`src/rtl/hilo_unit_if.sv`:
```
// Bus between the EX stage / multiplier and the HI/LO register pair.
// mul_done qualifies mul_out for exactly one cycle; rd_valid qualifies rd_data for one cycle; neither side can backpressure.
interface hilo_unit_if;
  logic [5:0]  Signal;
  logic [31:0] wr_data;
  logic [63:0] mul_out;
  logic        mul_done;
  logic [31:0] hi;
  logic [31:0] lo;
  logic [31:0] rd_data;
  logic        rd_valid;
  logic        stall;
  logic        busy;
  logic        err;
  logic [1:0]  state_dbg;

  modport master (
    output Signal, wr_data, mul_out, mul_done,
    input  hi, lo, rd_data, rd_valid, stall, busy, err, state_dbg
  );

  modport slave (
    input  Signal, wr_data, mul_out, mul_done,
    output hi, lo, rd_data, rd_valid, stall, busy, err, state_dbg
  );
endinterface

```
`src/rtl/hilo_unit.sv`:
```
// HI/LO register pair: captures the multiplier product, serves MFHI/MFLO/MTHI/MTLO,
// stalls the pipeline during MULTU and raises a sticky error if the multiplier never finishes.
module hilo_unit #(
  parameter int TIMEOUT = 40
) (
  input  logic        clk,
  input  logic        reset,
  hilo_unit_if.slave  bus
);
  localparam logic [5:0] F_MULTU = 6'b011001;
  localparam logic [5:0] F_MFHI  = 6'b010000;
  localparam logic [5:0] F_MFLO  = 6'b010010;
  localparam logic [5:0] F_MTHI  = 6'b010001;
  localparam logic [5:0] F_MTLO  = 6'b010011;
  localparam logic [5:0] CNT_LAST = 6'(TIMEOUT - 1);
  localparam logic [5:0] CNT_MAX  = 6'h3F;

  typedef enum logic [1:0] {
    IDLE = 2'b00,
    WAIT = 2'b01
  } state_t;

  state_t      state, next_state;
  logic [5:0]  cnt;
  logic [31:0] hi_q, lo_q, rd_data_q;
  logic        rd_valid_q, err_q;
  logic        busy_c, stall_c, idle_c, start_c, capture_c, timeout_c;

  always_ff @(posedge clk or posedge reset) begin
    if (reset) state <= IDLE;
    else       state <= next_state;
  end

  // Done beats timeout, timeout beats abort; all three leave WAIT.
  always_comb begin
    next_state = state;
    busy_c     = 1'b0;
    stall_c    = 1'b0;
    idle_c     = 1'b0;
    start_c    = 1'b0;
    capture_c  = 1'b0;
    timeout_c  = 1'b0;
    case (state)
      IDLE: begin
        idle_c = 1'b1;
        if (bus.Signal == F_MULTU) begin
          next_state = WAIT;
          start_c    = 1'b1;
        end
      end
      WAIT: begin
        busy_c  = 1'b1;
        stall_c = ~bus.mul_done;
        if (bus.mul_done) begin
          capture_c  = 1'b1;
          next_state = IDLE;
        end else if (cnt == CNT_LAST) begin
          timeout_c  = 1'b1;
          next_state = IDLE;
        end else if (bus.Signal != F_MULTU) begin
          next_state = IDLE;
        end
      end
      default: next_state = IDLE;
    endcase
  end

  always_ff @(posedge clk or posedge reset) begin
    if (reset) begin
      hi_q       <= '0;
      lo_q       <= '0;
      rd_data_q  <= '0;
      rd_valid_q <= 1'b0;
      err_q      <= 1'b0;
      cnt        <= '0;
    end else begin
      rd_valid_q <= 1'b0;
      if (start_c)
        cnt <= '0;
      else if (busy_c && cnt != CNT_MAX)
        cnt <= cnt + 6'd1;
      if (timeout_c)
        err_q <= 1'b1;
      if (capture_c) begin
        hi_q <= bus.mul_out[63:32];
        lo_q <= bus.mul_out[31:0];
      end
      if (idle_c) begin
        case (bus.Signal)
          F_MFHI: begin
            rd_data_q  <= hi_q;
            rd_valid_q <= 1'b1;
          end
          F_MFLO: begin
            rd_data_q  <= lo_q;
            rd_valid_q <= 1'b1;
          end
          F_MTHI:  hi_q <= bus.wr_data;
          F_MTLO:  lo_q <= bus.wr_data;
          default: ;
        endcase
      end
    end
  end

  assign bus.hi        = hi_q;
  assign bus.lo        = lo_q;
  assign bus.rd_data   = rd_data_q;
  assign bus.rd_valid  = rd_valid_q;
  assign bus.stall     = stall_c;
  assign bus.busy      = busy_c;
  assign bus.err       = err_q;
  assign bus.state_dbg = state;
endmodule

```
`src/flat_wrapper.sv`:
```
// flat-port wrapper written by rule: the top's interface ports become plain ports
module hilo_unit_flat 
#(
  parameter int TIMEOUT = 40
)
  (clk, reset, bus_Signal, bus_wr_data, bus_mul_out, bus_mul_done, bus_hi, bus_lo, bus_rd_data, bus_rd_valid, bus_stall, bus_busy, bus_err, bus_state_dbg);
  hilo_unit_if bus_i ();
  input  logic clk;
  input  logic reset;
  input wire logic [$bits(bus_i.Signal)-1:0] bus_Signal;
  input wire logic [$bits(bus_i.wr_data)-1:0] bus_wr_data;
  input wire logic [$bits(bus_i.mul_out)-1:0] bus_mul_out;
  input wire logic [$bits(bus_i.mul_done)-1:0] bus_mul_done;
  output wire logic [$bits(bus_i.hi)-1:0] bus_hi;
  output wire logic [$bits(bus_i.lo)-1:0] bus_lo;
  output wire logic [$bits(bus_i.rd_data)-1:0] bus_rd_data;
  output wire logic [$bits(bus_i.rd_valid)-1:0] bus_rd_valid;
  output wire logic [$bits(bus_i.stall)-1:0] bus_stall;
  output wire logic [$bits(bus_i.busy)-1:0] bus_busy;
  output wire logic [$bits(bus_i.err)-1:0] bus_err;
  output wire logic [$bits(bus_i.state_dbg)-1:0] bus_state_dbg;
  assign bus_i.Signal = bus_Signal;
  assign bus_i.wr_data = bus_wr_data;
  assign bus_i.mul_out = bus_mul_out;
  assign bus_i.mul_done = bus_mul_done;
  assign bus_hi = bus_i.hi;
  assign bus_lo = bus_i.lo;
  assign bus_rd_data = bus_i.rd_data;
  assign bus_rd_valid = bus_i.rd_valid;
  assign bus_stall = bus_i.stall;
  assign bus_busy = bus_i.busy;
  assign bus_err = bus_i.err;
  assign bus_state_dbg = bus_i.state_dbg;
  hilo_unit #(.TIMEOUT(TIMEOUT)) u_core (.clk(clk), .reset(reset), .bus(bus_i));
endmodule
```
`config.mk`:
```
export PLATFORM = sky130hd
export DESIGN_NAME = hilo_unit_flat
export DESIGN_NICKNAME = d
export VERILOG_FILES = /design/src/rtl/hilo_unit_if.sv /design/src/rtl/hilo_unit.sv /design/src/flat_wrapper.sv
export SDC_FILE = /design/constraint.sdc
export NUM_CORES = 1
export LEC_CHECK = 0
export CORE_MARGIN = 3
export CORE_UTILIZATION = 30
export DETAILED_ROUTE_END_ITERATION = 6
export PLACE_DENSITY_LB_ADDON = 0.3
export RECOVER_POWER = 100
export SKIP_CTS_REPAIR_TIMING = 1
export SLEW_MARGIN = 0
export SYNTH_ARGS = -nofsm -noshare
export SYNTH_HDL_FRONTEND = slang
export SYNTH_SLANG_ARGS = --single-unit
```
`constraint.sdc`:
```
create_clock -name clk -period 4.5 [get_ports clk]
set_clock_uncertainty 0.05 [all_clocks]
set_input_delay 0.9 -clock clk [delete_from_list [all_inputs] [get_ports clk]]
set_output_delay 0.9 -clock clk [all_outputs]
set_load 0.02 [all_outputs]
```
==> flow_summary.rst, run 1 <==
.. list-table::
   :header-rows: 1

   * - Metric
     - Value
   * - Max transition margin
     - -78.3%
   * - Total standard cell area after synthesis
     - 5230 um2
   * - Remaining global-route overflow
     - 0
   * - Maximum number of pins on one net before global-route repair
     - 59
   * - Number of clock sinks seen by CTS
     - 105
   * - Number of nets at the end of the flow
     - 670
   * - MaxCap Viol Count
     - 2
   * - Utilization after layout
     - 46.0%
   * - Slowest cell delay on critical path
     - 1.07 ns
   * - Antenna violations before repair
     - 0
   * - Required time of the critical path
     - 4.67 ns
   * - Die area
     - approximately 19,000 um2
   * - Slowest cell on crit path
     - sky130_fd_sc_hd__nand4b_1
   * - Slew Limit Fails
     - 92
   * - Total via count after detailed routing
     - 3,749
   * - Worst hold path class
     - reg2reg
   * - Leakage power figure
     - between 0.003 and 0.004 uW
   * - Height of the die
     - 138 um
   * - Unrepaired setup endpoints after global routing
     - no
   * - Final min period
     - 3.59 ns
   * - Fraction of synthesized cell area taken by the top area cell type
     - 50.3%
   * - Number of fill cells
     - 1,542
   * - Total global routing track utilization
     - 15.4%
   * - Part of the Yosys area used for sequential elements
     - between 50% and 60%
   * - Instance count of the mapped netlist
     - ~370
   * - Buf+Inv Stages, Crit Path
     - 2
   * - GR met2 Demand/Resource
     - 27.2%
   * - Std-Cell Rows
     - 47
   * - Worst setup path category
     - in2reg
   * - Combined flip-flop and latch cell area
     - 2630 um2
   * - Failing checks
     - max-capacitance violations, max-slew violations
   * - Synthesis-to-finish area growth
     - 48.1%
   * - Syn nets
     - ~470
   * - Flip-flop and latch count after synthesis
     - 105
   * - Clock Pin Slew Worst Setup and Hold Paths
     - 0.06 ns
   * - Cell family contributing the most delay on the critical path
     - simple AND/OR/NAND/NOR gates
   * - Count of input and output buffers
     - 205
   * - Final antenna diode count
     - 0
   * - Instance count after placement with tap cells included
     - 773
   * - Post-synth EDFFs
     - 0
   * - Routed WL per cell
     - between 15 and 20 um
   * - Tcrit/Tclk final
     - 79.8%
   * - Largest voltage drop on the vdd net
     - about 180 uV
   * - TritonCTS clock tree
     - yes
   * - Starting DRT DRC Count
     - 83
   * - Cell taking the most area after synthesis
     - sky130_fd_sc_hd__dfrtp_1
   * - Aggregate routed wire length
     - roughly 14,000 um
   * - CP Capture Type
     - flop
   * - Global-route wire length before repair
     - ~22,000 um
   * - Sort of element at the start of the critical path
     - primary input
   * - CTS HTree Levels
     - 3
   * - TritonRoute pass-1 iters
     - 4
   * - Clock tree root buffer cell
     - sky130_fd_sc_hd__clkbuf_16
   * - Maximum clock frequency
     - 279 MHz
   * - Final HPWL DP
     - between 10,000 and 15,000 um
   * - Largest cells by area after synthesis
     - sky130_fd_sc_hd__dfrtp_1 50%, sky130_fd_sc_hd__mux2_2 41%, sky130_fd_sc_hd__buf_2 1.7%, sky130_fd_sc_hd__o21ai_0 0.67%, sky130_fd_sc_hd__mux2i_1 0.57%
   * - Setup-failing EPs final
     - 0
   * - Share of post-route cells with drive strength above 1
     - between 30% and 40%
   * - Routability cong.
     - a little under 0.8
   * - Result of the run
     - finished, violations left
   * - Ordered cell list for the critical path
     - dlygate4sd3_1 -> nor3_2 -> nand4b_1 -> buf_4 -> mux2_2
   * - Gr busiest metal
     - met2
   * - Most frequent cells in the layout
     - 192 x sky130_fd_sc_hd__mux2_2, 105 x sky130_fd_sc_hd__dlygate4sd3_1, 105 x sky130_fd_sc_hd__dfrtp_1
   * - Via/cell ratio
     - 4.77
   * - Setup TNS Final
     - 0 ns
   * - Final instance count without filler cells
     - ~800
   * - TritonCTS buffer count
     - 9
   * - Insertion delay to the later sink of the worst-skew pair
     - 0.34 ns
   * - DR DRC count
     - 0
   * - Multi-input gate area
     - 2460 um2
   * - Transition time at the pin with the least slew margin
     - 2.66 ns
   * - Met1 layer usage reported by global route
     - 18.0%
   * - Routed Antenna Nets
     - 0
   * - Final hold violation count
     - 0
   * - Share of synthesized registers carrying an async set or reset
     - 100%
   * - Number of primary I/O pins
     - 207
   * - Maximum root-to-sink buffer count
     - 2
   * - Power density of the placed cells
     - 433 nW/um2
   * - Horiz. Die Dim
     - 138 um
   * - Dominant synthesized flop cell
     - sky130_fd_sc_hd__dfrtp_1
   * - Placeable core region
     - around 17,000 um2
   * - Crit path max fanout
     - 20
   * - Warnings, synthesis
     - 0
   * - Number of global-route vias before repair
     - between 4,000 and 5,000
   * - Global Route met3 Usage
     - under 10%
   * - Worst EP arrival
     - 3.76 ns
   * - Most common cell after layout, fill and taps aside
     - sky130_fd_sc_hd__mux2_2
   * - Unique cell type count in the Yosys netlist
     - 34
   * - Initial core utilization
     - 31.1%
   * - Average instance area after synthesis
     - approximately 14 um2
-- report_power, final --
group / switching, uW / internal, uW
sequential: 168 / 1190
combinational: 580 / 719
clock: 319 / 381
-- flip-flops by register name, summed over array words and instances (netlist names) --
| signal | cells |
|---|---|
| u_core.bus.err | 1 |
| u_core.bus.hi | 32 |
| u_core.bus.lo | 32 |
| u_core.bus.rd_data | 32 |
| u_core.bus.rd_valid | 1 |
| u_core.bus.state_dbg | 1 |
| u_core.cnt | 6 |
-- cells in the mapped netlist, types with 2 or more instances --
cell type	count
sky130_fd_sc_hd__nand2_1	2
sky130_fd_sc_hd__nand3_1	2
sky130_fd_sc_hd__dfrtp_1	105
sky130_fd_sc_hd__nand4_1	3
sky130_fd_sc_hd__mux2_2	192
sky130_fd_sc_hd__nor2b_1	2
sky130_fd_sc_hd__mux2i_1	3
sky130_fd_sc_hd__inv_1	4
sky130_fd_sc_hd__o21ai_0	7
sky130_fd_sc_hd__buf_4	2
sky130_fd_sc_hd__clkbuf_1	2
sky130_fd_sc_hd__o211ai_1	2
sky130_fd_sc_hd__buf_2	18
-- through the flow --
stage	setup WS, ns	total power (uW)	cell area [um2]	hold WS (ns)
6_report	0.911	3350	7740	0.408
5_1_grt	0.692	3550	7740	0.438
4_1_cts	1.37	3500	7750	0.415
3_5_place_dp	1.03	2780	7500	0.399
3_3_place_gp	1.11	2750	7500	0.391
2_1_floorplan	0.789	2070	5230	0.409
-- cell type report --
cell class	count	share of cell area, %
inverter	4	0.210
sequential	105	34.0
clock buffer	12	3.19
multi-input combinational	234	31.8
clock inverter	1	0.0647
tap	220	3.56
timing repair buffer	210	27.3
-- routing by layer --
layer,part of all wire (%),wire length [um],up-vias
met2,54,7860,95
met1,39,5710,1905
met5,0,0,-
met4,2.0,292,0
li1,-,-,1730
met3,4.3,627,19
-- worst reg2reg max path: cells and delay by family, from the launching register on --
family | cells | cell delay, ns
simple gates | 2 | 1.41
mux | 1 | 0.31
buf+inv | 1 | 0.64
flops | 1 | 0.53
-- final timing paths --
path,start,end,slack [ns],cells past startpoint
min in group asynchronous,reset,u_core.bus.lo[24],1.69,2
hold reg to reg,u_core.bus.err,u_core.bus.err,0.41,1
hold / removal,u_core.bus.err,u_core.bus.err,0.41,1
setup reg to reg,u_core.bus.state_dbg[0],u_core.bus.hi[2],1.45,4
max in group asynchronous,reset,u_core.bus.hi[1],1.50,2
setup / recovery,bus_Signal[2],u_core.bus.hi[2],0.91,5
-- logic make-up after synthesis --
logic type	synth area share [%]
muxes	41.9
DFF	50.3
buffers and inverters	2.44
and+or+nand+nor	3.11
AOI/OAI and AO/OA	1.92
adders and majority gates	0.239
other	0.0718
No activity file was read; power rests on OpenSTA's default activity.
==> inputs of run 2 (changes only) <==
==> constraint.sdc (replaced) <==
create_clock -name clk -period 3.19 [get_ports clk]
set_clock_uncertainty 0.05 [all_clocks]
set_input_delay 0.638 -clock clk [delete_from_list [all_inputs] [get_ports clk]]
set_output_delay 0.638 -clock clk [all_outputs]
set_load 0.02 [all_outputs]
==> flow_summary.rst, run 2 (synthesis gave the netlist of run 1 again) <==
.. list-table::
   :header-rows: 1

   * - Metric
     - Value
   * - Result of the run
     - finished, final reports clean
   * - Placeable core region
     - 16,800 um2
   * - Number of nets at the end of the flow
     - between 600 and 700
   * - TritonRoute pass-1 iters
     - 4
   * - Reg-to-reg endpoint
     - u_core.bus.rd_data[10]
   * - Starting DRT DRC Count
     - 91
   * - Most frequent cells in the layout
     - 192 x sky130_fd_sc_hd__mux2_2, 105 x sky130_fd_sc_hd__dfrtp_1, 103 x sky130_fd_sc_hd__dlygate4sd3_1
   * - DR DRC count
     - 0
   * - Required time of the critical path
     - 3.36 ns
   * - Clock tree root buffer cell
     - sky130_fd_sc_hd__clkbuf_16
   * - Minimum setup slack in the final design
     - 0.515 ns
   * - Worst min-delay path endpoint
     - u_core.bus.err
   * - TritonCTS buffer count
     - 9
   * - CTS HTree Levels
     - 3
   * - Horiz. Die Dim
     - 138 um
   * - Routed WL per cell
     - around 19 um
   * - Maximum number of pins on one net before global-route repair
     - 106
   * - Final hold violation count
     - 0
   * - Setup TNS Final
     - 0 ns
   * - Crit path max fanout
     - 19
   * - Global-route wire length before repair
     - 22,500 um
   * - Unrepaired setup endpoints after global routing
     - no
   * - Setup-failing EPs final
     - 0
   * - Maximum clock frequency
     - 374 MHz
   * - Clock Pin Slew Worst Setup and Hold Paths
     - about 0.07 ns
   * - TritonCTS clock tree
     - yes
   * - Final antenna diode count
     - 0
   * - Sort of element at the start of the critical path
     - primary input
   * - Library cell appearing most often on the critical path
     - sky130_fd_sc_hd__mux2_2
   * - MaxCap Viol Count
     - 0
   * - Initial core utilization
     - 31.1%
   * - Worst hold path class
     - reg2reg
   * - Via/cell ratio
     - 4.74
   * - Tcrit/Tclk final
     - 83.9%
   * - Number of clock sinks seen by CTS
     - 105
   * - Leakage power figure
     - between 0.003 and 0.004 uW
   * - Final HPWL DP
     - 10,600 um
   * - Worst setup path category
     - in2reg
   * - Height of the die
     - 138 um
   * - Final min period
     - 2.67 ns
   * - Slowest cell on crit path
     - sky130_fd_sc_hd__clkbuf_1
   * - Number of fill cells
     - 1,525
   * - Routability cong.
     - 0.764
   * - Largest voltage drop on the vdd net
     - 270 uV
   * - Power density of the placed cells
     - 624 nW/um2
   * - Maximum root-to-sink buffer count
     - 2
   * - Startpoint of the tightest hold check path
     - u_core.bus.err
   * - Worst EP arrival
     - 2.85 ns
   * - Count of input and output buffers
     - 205
   * - Slew Limit Fails
     - 0
   * - Routed Antenna Nets
     - 0
   * - Std-Cell Rows
     - between 40 and 50
   * - Total via count after detailed routing
     - 3,752
   * - Most common cell after layout, fill and taps aside
     - sky130_fd_sc_hd__mux2_2
   * - Synthesis-to-finish area growth
     - 49.1%
   * - Worst reg2reg startpoint
     - u_core.bus.state_dbg[0]
   * - Minimum setup slack among reg-to-reg paths
     - 0.93 ns
   * - Number of primary I/O pins
     - ~210
   * - Max transition margin
     - 1.53%
   * - Remaining global-route overflow
     - 0
   * - Number of global-route vias before repair
     - 4,043
   * - Slowest cell delay on critical path
     - around 0.87 ns
   * - Transition time at the pin with the least slew margin
     - around 1.5 ns
   * - Share of post-route cells with drive strength above 1
     - 38.4%
   * - Ordered cell list for the critical path
     - clkbuf_1 -> clkbuf_2 -> mux2_2 -> mux2_2
   * - Cells on Worst Hold Path
     - 1
   * - Cell depth of the worst flop-to-flop path
     - 4
   * - Antenna violations before repair
     - 0
   * - CP Capture Type
     - flop
   * - Total global routing track utilization
     - 15.6%
   * - Aggregate routed wire length
     - about 15,000 um
   * - Insertion delay to the later sink of the worst-skew pair
     - 0.34 ns
   * - Pre-CTS WS
     - 0.629 ns
   * - Die area
     - 19,000 um2
run 2: changes by cell type in the layout (fill, tap and decap cells not counted), moves of 2 or more:
cell and change:
sky130_fd_sc_hd__dlygate4sd3_1 -2, sky130_fd_sc_hd__clkbuf_1 +2, sky130_fd_sc_hd__clkinvlp_4 +2, sky130_fd_sc_hd__clkbuf_2 +5
sky130_fd_sc_hd__clkdlybuf4s50_1 +2, sky130_fd_sc_hd__buf_4 -3
run 2: metal layers:
layer	up-vias	part of all wire, %	track usage (%)
li1	1737	-	-
met2	88	54	27.9
met5	-	0	0
met4	0	1.7	5.60
met1	1910	39	18.3
met3	17	4.9	3.59
run 2: worst max path at each step:
stage                             to          start  slack (ns)
2_1_floorplan         u_core.bus.err          reset        1.24
3_3_place_gp               bus_stall   bus_mul_done        0.62
3_5_place_dp               bus_stall   bus_mul_done        0.63
4_1_cts                    bus_stall   bus_mul_done        0.62
5_1_grt        u_core.bus.rd_data[4]  bus_Signal[1]        0.34
6_report       u_core.bus.rd_data[4]  bus_Signal[1]        0.52
run 2: area by class of cell:
type	count	area [um2]	area share [%]
multi-input combinational	234	2470	31.7
inverter	4	18.8	0.241
clock inverter	2	37.5	0.482
timing repair buffer	213	2100	27.0
tap	220	275	3.53
sequential	105	2630	33.7
clock buffer	13	260	3.34
run 2: critical path: cells and delay by family:
kind                   cells  cell delay (ns)
muxes                      2             0.68
buffers and inverters      2             1.50
run 2: through the flow:
step	utilization [%]	power [uW]	area, um2	hold slack [ns]	instances
after floorplan	-	2920	5230	0.409	365
after global placement	44.7	3870	7520	0.393	776
after detailed placement	44.7	3920	7520	0.407	776
after CTS	46.5	5080	7820	0.423	791
after global routing	46.3	5120	7790	0.435	791
final	46.3	4860	7790	0.417	791
run 2: where the power goes:
| group | internal, uW | switching, uW | leakage (uW) |
|---|---|---|---|
| Sequential | 1670 | 228 | 0.00133 |
| Clock | 649 | 476 | 0.000142 |
| Combinational | 1010 | 824 | 0.00207 |
